===== src/rtl/intr_ctrl.sv =====
// intr_ctrl: 8085-style interrupt controller (TRAP, RST7.5/6.5/5.5, INTR).
// Latches and masks sources, runs SIM/RIM and EI delay, and arbitrates at
// instruction boundaries.
//
// Ports:
//   clk_, rst_           clock, async active-high reset
//   trap, rst75, rst65,  interrupt pins (synchronous to clk_)
//   rst55, intr
//   sid                  serial input pin
//   inst_ei, inst_di,    decoder pulses
//   inst_sim, sim_dat    SIM pulse and accumulator value
//   sample               instruction boundary pulse
//   int_ack              acknowledge / restart cycle started
//   int_req, int_src,    accepted request, its source code,
//   int_vec, int_ext     restart vector and external-opcode flag
//   wake                 any eligible request (halt exit)
//   inte                 interrupt-enable flag
//   sod                  serial output pin
//   rim_dat              RIM value
module intr_ctrl (
   input  logic        clk_,
   input  logic        rst_,
   input  logic        trap,
   input  logic        rst75,
   input  logic        rst65,
   input  logic        rst55,
   input  logic        intr,
   input  logic        sid,
   input  logic        inst_ei,
   input  logic        inst_di,
   input  logic        inst_sim,
   input  logic [7:0]  sim_dat,
   input  logic        sample,
   input  logic        int_ack,
   output logic        int_req,
   output logic [2:0]  int_src,
   output logic [15:0] int_vec,
   output logic        int_ext,
   output logic        wake,
   output logic        inte,
   output logic        sod,
   output logic [7:0]  rim_dat
);

   localparam logic IDLE = 1'b0;
   localparam logic PEND = 1'b1;

   localparam logic [2:0] SRC_NONE = 3'd0;
   localparam logic [2:0] SRC_TRAP = 3'd1;
   localparam logic [2:0] SRC_R75  = 3'd2;
   localparam logic [2:0] SRC_R65  = 3'd3;
   localparam logic [2:0] SRC_R55  = 3'd4;
   localparam logic [2:0] SRC_INTR = 3'd5;

   localparam logic [15:0] VEC_TRAP = 16'h0024;
   localparam logic [15:0] VEC_R75  = 16'h003C;
   localparam logic [15:0] VEC_R65  = 16'h0034;
   localparam logic [15:0] VEC_R55  = 16'h002C;

   logic       state;
   logic       trap_q;
   logic       r75_q;
   logic       trap_lat;
   logic       r75_lat;
   logic [2:0] m;
   logic       ie;
   logic       ei_dly;
   logic       sod_r;

   logic       trap_edge;
   logic       r75_edge;
   logic       req_trap;
   logic       req_r75;
   logic       req_r65;
   logic       req_r55;
   logic       req_intr;
   logic       ack_ok;
   logic       smp_ok;
   logic       sim_clr75;
   logic [2:0] sel_src;
   logic [15:0] sel_vec;
   logic       sel_ext;
   logic       unused_sim5;

   assign unused_sim5 = sim_dat[5];

   // ------------------------------------------------------------
   // Source qualification
   // ------------------------------------------------------------
   assign trap_edge = trap & ~trap_q;
   assign r75_edge  = rst75 & ~r75_q;

   // TRAP needs both the latched edge and the level still present
   assign req_trap = trap_lat & trap;
   assign req_r75  = r75_lat & ~m[2] & ie;
   assign req_r65  = rst65 & ~m[1] & ie;
   assign req_r55  = rst55 & ~m[0] & ie;
   assign req_intr = intr & ie;

   assign wake = req_trap | req_r75 | req_r65 | req_r55 | req_intr;

   assign ack_ok    = (state == PEND) & int_ack;
   assign smp_ok    = (state == IDLE) & sample;
   assign sim_clr75 = inst_sim & sim_dat[4];

   // ------------------------------------------------------------
   // Fixed-priority select
   // ------------------------------------------------------------
   always_comb begin
      sel_src = SRC_NONE;
      sel_vec = 16'h0000;
      sel_ext = 1'b0;
      priority case (1'b1)
         req_trap: begin
            sel_src = SRC_TRAP;
            sel_vec = VEC_TRAP;
         end
         req_r75: begin
            sel_src = SRC_R75;
            sel_vec = VEC_R75;
         end
         req_r65: begin
            sel_src = SRC_R65;
            sel_vec = VEC_R65;
         end
         req_r55: begin
            sel_src = SRC_R55;
            sel_vec = VEC_R55;
         end
         req_intr: begin
            sel_src = SRC_INTR;
            sel_ext = 1'b1;
         end
         default: begin
            sel_src = SRC_NONE;
         end
      endcase
   end

   // ------------------------------------------------------------
   // Pin history and edge latches
   // ------------------------------------------------------------
   always_ff @(posedge clk_ or posedge rst_) begin
      if (rst_) begin
         trap_q <= 1'b0;
         r75_q  <= 1'b0;
      end else begin
         trap_q <= trap;
         r75_q  <= rst75;
      end
   end

   // A new edge beats a clear arriving in the same cycle
   always_ff @(posedge clk_ or posedge rst_) begin
      if (rst_) begin
         trap_lat <= 1'b0;
      end else if (trap_edge) begin
         trap_lat <= 1'b1;
      end else if (ack_ok && int_src == SRC_TRAP) begin
         trap_lat <= 1'b0;
      end
   end

   always_ff @(posedge clk_ or posedge rst_) begin
      if (rst_) begin
         r75_lat <= 1'b0;
      end else if (r75_edge) begin
         r75_lat <= 1'b1;
      end else if (sim_clr75 ||
                   (ack_ok && int_src == SRC_R75)) begin
         r75_lat <= 1'b0;
      end
   end

   // ------------------------------------------------------------
   // SIM: mask and serial output
   // ------------------------------------------------------------
   always_ff @(posedge clk_ or posedge rst_) begin
      if (rst_) begin
         m     <= 3'b111;
         sod_r <= 1'b0;
      end else if (inst_sim) begin
         if (sim_dat[3]) m <= sim_dat[2:0];
         if (sim_dat[6]) sod_r <= sim_dat[7];
      end
   end

   // ------------------------------------------------------------
   // Interrupt enable with one-instruction EI delay.
   // Later statements override earlier ones: DI wins over all.
   // ------------------------------------------------------------
   always_ff @(posedge clk_ or posedge rst_) begin
      if (rst_) begin
         ie     <= 1'b0;
         ei_dly <= 1'b0;
      end else begin
         if (smp_ok) begin
            ie     <= ei_dly;
            ei_dly <= 1'b0;
         end
         if (inst_ei) begin
            ei_dly <= 1'b1;
         end
         if (ack_ok) begin
            ie     <= 1'b0;
            ei_dly <= 1'b0;
         end
         if (inst_di) begin
            ie     <= 1'b0;
            ei_dly <= 1'b0;
         end
      end
   end

   // ------------------------------------------------------------
   // Request state machine
   // ------------------------------------------------------------
   always_ff @(posedge clk_ or posedge rst_) begin
      if (rst_) begin
         state   <= IDLE;
         int_src <= SRC_NONE;
         int_vec <= 16'h0000;
         int_ext <= 1'b0;
      end else begin
         case (state)
            IDLE: begin
               if (sample && wake) begin
                  state   <= PEND;
                  int_src <= sel_src;
                  int_vec <= sel_vec;
                  int_ext <= sel_ext;
               end
            end
            PEND: begin
               // sample is ignored here; ack returns to IDLE
               if (int_ack) begin
                  state   <= IDLE;
                  int_src <= SRC_NONE;
                  int_vec <= 16'h0000;
                  int_ext <= 1'b0;
               end
            end
            default: begin
               state <= IDLE;
            end
         endcase
      end
   end

   // ------------------------------------------------------------
   // Outputs
   // ------------------------------------------------------------
   assign int_req = (state == PEND);
   assign inte    = ie;
   assign sod     = sod_r;

   // Pin fields are forced low during reset so RIM reads its reset pattern
   assign rim_dat = {sid, r75_lat, rst65 & ~rst_, rst55 & ~rst_,
                     ie, m};

endmodule


===== config.mk =====
export PLATFORM = sky130hd
export DESIGN_NAME = intr_ctrl
export DESIGN_NICKNAME = d
export VERILOG_FILES = /design/src/rtl/intr_ctrl.sv
export SDC_FILE = /design/constraint.sdc
export NUM_CORES = 1
export LEC_CHECK = 0
export BUFFER_PORTS_ARGS = -buffer_cell sky130_fd_sc_hd__buf_4
export CORE_AREA = 2 2 51 53
export CTS_CLUSTER_DIAMETER = 50
export DETAILED_ROUTE_END_ITERATION = 10
export DIE_AREA = 0 0 53 55
export GPL_ROUTABILITY_DRIVEN = 0
export GPL_TIMING_DRIVEN = 0
export PLACE_DENSITY_LB_ADDON = 0.1
export SLEW_MARGIN = 20
export SYNTH_ARGS = -nofsm -noshare
export SYNTH_HDL_FRONTEND = slang
export SYNTH_SLANG_ARGS = --single-unit

===== constraint.sdc =====
create_clock -name clk_ -period 1.55 [get_ports clk_]
set_input_delay 0.0775 -clock clk_ [delete_from_list [all_inputs] [get_ports clk_]]
set_output_delay 0.0775 -clock clk_ [all_outputs]
set_load 0.02 [all_outputs]

======== After elaboration in Yosys (flattened, before gate mapping) ========
Cells that the tools add are included.
operators by class
  mux-type cells .......................... 37
  bitwise logic cells ..................... 26
  reduce and logical (&&, ||, !) cells .... 11
  equality and inequality tests ........... 4
operators by type and width
  kind                                                  count
  two-way mux 16 bit                                    5
  case mux 16 bit (2 select lines)                      1
  two-way mux 3 bit                                     7
  two-way mux 1 bit                                     20
  AND 1 bit                                             15
  inverter 1 bit                                        7
  two-way mux 6 bit                                     1
  case mux 3 bit (2 select lines)                       1
  AND reduction 2 bit                                   3
  bitwise OR 1 bit                                      4
  case mux 1 bit (2 select lines)                       2
  nonzero test 2 bit                                    2
  nonzero test 4 bit                                    1
  equality test 3 x 1 -> 1 bit (second input constant)  1
  equality test 3 x 2 -> 1 bit (second input constant)  1
  logical AND 1 bit                                     3
  nonzero test 3 bit                                    1
  != test 2 x 1 -> 1 bit (second input constant)        1
  != test 2 bit (second input constant)                 1
  logical OR 1 bit                                      1
word-level totals
  bits of input ports ..................... 21
  register bits after elaboration ......... 31
  output and inout port bits .............. 32
  word-level logic and storage cells ...... 90

======== Logic depth before layout (Yosys ltp) ========
  depth in word-level cells ............... 10
  mapped depth ............................ 5
  gate-level depth less buffers ........... 4

======== Worst setup path before layout ========
OpenSTA, ideal clock, no wires.
  kind .................................... reg2reg
  from .................................... reg ie (netlist: inte)
  to ...................................... reg int_src[1]
  data arrival time ....................... 1224 ps
  buffers on the path ..................... 1
  setup time .............................. 120 ps
  path slack .............................. 206 ps
  cell stages (with the launch flop) ...... 5
  period minus slack after synthesis ...... 1344 ps
  data required time ...................... 1430 ps
  path through ............................ dfrtp_1 buf_4 a21boi_2 o21ai_4 a31o_2
on the way
  cells in the longest elaborated chain, start to end .. 8
  elaborated cells on any way between the ends .. 17
  classes of those cells .................. eq/ne: 1; mux: 6; bitwise: 8; reduce/logical: 2
ends and longest elaborated chain
  element                           RTL line  RTL
  start, declared                   66        logic ie;
  start signal, assigned            198       ie <= ei_dly;
  AND 1 bit                         95        assign req_r75 = r75_lat & ~m[2] & ie;
  bitwise OR 1 bit (4 in series)    100       assign wake = req_trap | req_r75 | req_r65 | req_r55 | req_intr;
  logical AND 1 bit                 227       if (sample && wake) begin
  != test 2 x 1 -> 1 bit (no line)  --
  AND reduction 2 bit (no line)     --
  end signal, assigned              229       int_src <= sel_src;
  end, declared                     36        output logic [2:0] int_src,
Several ways; a longest one is shown, not always the timed one. The select of a mux whose other input is x is not followed.
A chain may end at the register's enable or synchronous reset.

======== Worst setup path in the final report ========
  from .................................... reg ie (netlist: inte)
  to ...................................... reg int_vec[2]
on the way
  cells in the longest elaborated chain, start to end .. 8
  elaborated cells on any way between the ends .. 17
  classes of those cells .................. eq/ne: 1; mux: 6; bitwise: 8; reduce/logical: 2
ends and longest elaborated chain
  element                           RTL line  RTL
  AND 1 bit                         95
  bitwise OR 1 bit (4 in series)    100
  logical AND 1 bit                 227
  != test 2 x 1 -> 1 bit (no line)  --
  AND reduction 2 bit (no line)     --
  end signal, assigned              230       int_vec <= sel_vec;
  end, declared                     37        output logic [15:0] int_vec,
Several ways; a longest one is shown, not always the timed one. The select of a mux whose other input is x is not followed.

==> impl_metrics.yaml <==
sta:
  relSlewSlack: 0.5811
  worst_pin_slew_ns: 0.6277
  clock_skew_ns: 0.009247
  fmaxAchievable_ghz: 0.6268
  hold_viol: 0
  tns_ns: -0.05601
  final-setup-viol-count: 2
  final.period_utilization: 1.029
  setup_slack_ns: -0.04528
  fin_crit_ns: 1.595
  slew_viol_final: 0
  rsz0062_at_grt: "yes"
drt:
  antenna_left: 0
  num_vias: 955
  wl_per_cell_um: 11.56
  drt_pass1_iterations: 4
  vias_per_cell: 4.636
  drtIter0Drc: 10
  drcViolationCount: 0
  drt_wl_total_um: 2381
placed_design:
  post-place-ws_ns: 0.1657
  hpwl_um: 1684
  dp.cells: 178
  port_buffers: 38
yosys:
  yosysWarnings: 0
  synth_compound_area_frac: 0.1396
  ys_seq_area_frac: 0.4314
  synth-edff-count: 0
  syn-mean-instance-area_um2: 10.05
  synth_top_cell_area_share: 0.3522
  postSynth.asyncResetShare: 1.000
  synthAdderAreaFrac: 0
  synthDistinctLibCells: 33
  ys_seq_elements: 17
  yosysTopAreaCell: "dfrtp_1"
  synth_ff_type: "dfrtp_1"
  synth_xor_area_frac: 0
  synth_area_leaders: "dfrtp_1 35%, buf_4 14%, dfstp_2 7.9%"
  synth_cells: 99
  muxShareOfSynthArea: 0.09560
  synth.cell_area_um2: 994.7
  synth_top_family_by_area: "simple AND/OR/NAND/NOR gates"
  synth-simple-area-share: 0.1711
grt:
  grt_max_degree: 18
  grt_pass1_vias: 847
  grtUsageTotal: 0.1766
  antenna_found_initial: 0
  overflow: 0
  grt_pass1_wl_um: 3615
critical_path:
  required_ns: 1.78
  cp-start-kind: "flip-flop"
  end_kind: "flip-flop"
  slowest_delay_ns: 0.39
  cp_num_buf_inv: 6
  worst_path_dominant_cell_family: "buffers and inverters"
  critical_path_arrival_ns: 1.83
  crit_slowest_cell: "dfrtp_1"
  cp_max_fo: 3
  cp_common_cell: "buf_4"
  critPathKind: "reg2reg"
  path_cells: "buf_6 -> nand3b_1 -> buf_4 -> buf_4 -> buf_4 -> buf_4 -> buf_4 -> nand2_2 -> o21ai_2 -> a21boi_1"
  r2r_slack_ns: -0.05
power:
  power_density_nw_per_um2: 874.3
  power_w: 0.001425
  total_leakage_power_nw: 0.8672
  peakVddDrop_v: 0.0006411
cts:
  numCtsBuffers: 3
  clk_path_buf_depth: 2
  clk_pin_slew_ns: 0.11
  h-tree-depth: 1
  clockRootBuffer: "clkbuf_4"
  clk_latency_ns: 0.29
  cts_tree: "built"
  cts.sinks: 17
floorplan:
  dieArea_um2: 2915
  die_y_um: 55
  io_pins: 53
  rows: 18
  core_um2: 2365
  die_w_um: 53
  start_util: 0.4206
final_layout:
  diodes: 0
  syn2layout_area_growth_pct: 63.90
  drive_gt1_frac: 0.5455
  nets: 198
  finalNonFillerCells: 206
worst_hold_path:
  min_path_type: "in2reg"
outcome:
  violations: "negative setup slack"
  outcome: "finished, violations left"
run:
  maxCapViolations: 0
-- metal layers --
layer,part of all wire,wire [µm],vias up,GRT usage
li1,-,-,461,-
met1,0.36,858,442,0.1836
met2,0.53,1271,50,0.3354
met3,0.097,232,2,0.03763
met4,0.0080,19,0,0.08974
met5,0,0,-,0
-- flip-flops by register name, summed over array words and instances (netlist names) --
| name | cells |
|---|---|
| int_req | 1 |
| m | 3 |
| trap_q | 1 |
| trap_lat | 1 |
| inte | 1 |
| sod | 1 |
| int_ext | 1 |
| r75_q | 1 |
| int_src | 3 |
| int_vec | 2 |
| r75_lat | 1 |
| ei_dly | 1 |
-- cells by family (layout without fill, tap and decap cells) --
logic type / Yosys count / count (layout)
simple gates: 30 / 30
buf+inv: 24 / 90
compound gates: 18 / 18
flops: 17 / 17
mux: 9 / 9
other cells: 1 / 12
-- synthesized netlist by cell type, drive strengths merged (2+ instances only) --
master  count
dfrtp      14
mux2i       5
a21boi      2
nand2b      2
a21oi       2
o21ai       6
inv         6
nand2      16
mux2        4
nor2b       3
dfstp       3
buf        18
-- tightest hold or removal path: stages --
cell and delay (ns):
buf_4 0.08, nand2_1 0.04, nand2_1 0.06, o22ai_1 0.06
-- cell type report --
class	instances	area, µm²
clock inverter	1	5.005
tap	30	37.54
clock buffer	3	22.52
sequential	17	429.2
multi-input combinational	69	479.2
buffer	18	138.9
timing repair buffer	62	495.5
fill	208	734.5
inverter	6	22.52
-- cell usage in the layout (no fill, tap or decap), drive strengths merged --
cell / Yosys / layout
o21ai: 6 / 6
dfrtp: 14 / 14
conb: 1 / 12
clkinv: 0 / 1
and3: 1 / 1
and2b: 1 / 1
or2: 1 / 1
o21bai: 1 / 1
mux2: 4 / 4
clkbuf: 0 / 3
a21oi: 2 / 2
nand3: 1 / 1
o22ai: 1 / 1
nand4: 1 / 1
a31o: 1 / 1
or3: 1 / 1
dlygate4sd3: 0 / 9
o22a: 1 / 1
a211oi: 1 / 1
nand2b: 2 / 2
nor2b: 3 / 3
inv: 6 / 6
nor2: 1 / 1
nand2: 16 / 16
dfstp: 3 / 3
nand3b: 1 / 1
buf: 18 / 71
o41ai: 1 / 1
a21o: 1 / 1
mux2i: 5 / 5
a21boi: 2 / 2
nor4b: 1 / 1
a32oi: 1 / 1
-- power by group --
| group | internal [W] | total, W | switching [W] |
|---|---|---|---|
| clock | 0.0000960 | 0.000243 | 0.000147 |
| sequential | 0.000513 | 0.000576 | 0.0000629 |
| combinational | 0.000310 | 0.000606 | 0.000296 |
-- per-stage QoR --
step | cell area, µm² | hold WS, ns | util
6_report | 1630 | 0.05294 | 0.6894
5_1_grt | 1630 | 0.06108 | 0.6894
4_1_cts | 1539 | 0.004519 | 0.6508
3_5_place_dp | 1359 | 0.1980 | 0.5746
3_3_place_gp | 1359 | 0.1977 | 0.5746
2_1_floorplan | 1036 | 0.001380 | -
-- what timing repair did --
item,CTS,global route
pin swaps,2,2
hold buffers,6,3
endpoints found under the hold margin,20,3
cloned,0,0
endpoints found under the setup margin,1,3
buffers inserted,10,5
gates resized for setup,4,8
-- path summary, 6_finish.rpt --
| path | startpoint | to | cells after the start |
|---|---|---|---|
| min in group asynchronous | rst_ | inte | 3 |
| max in group asynchronous | rst_ | int_src[2] | 3 |
| min reg2reg | r75_q | r75_lat | 1 |
| min | sim_dat[4] | r75_lat | 4 |
| max reg2reg | inte | int_vec[2] | 10 |
| max | inte | int_vec[2] | 10 |
No activity file was read; power rests on OpenSTA's default activity.
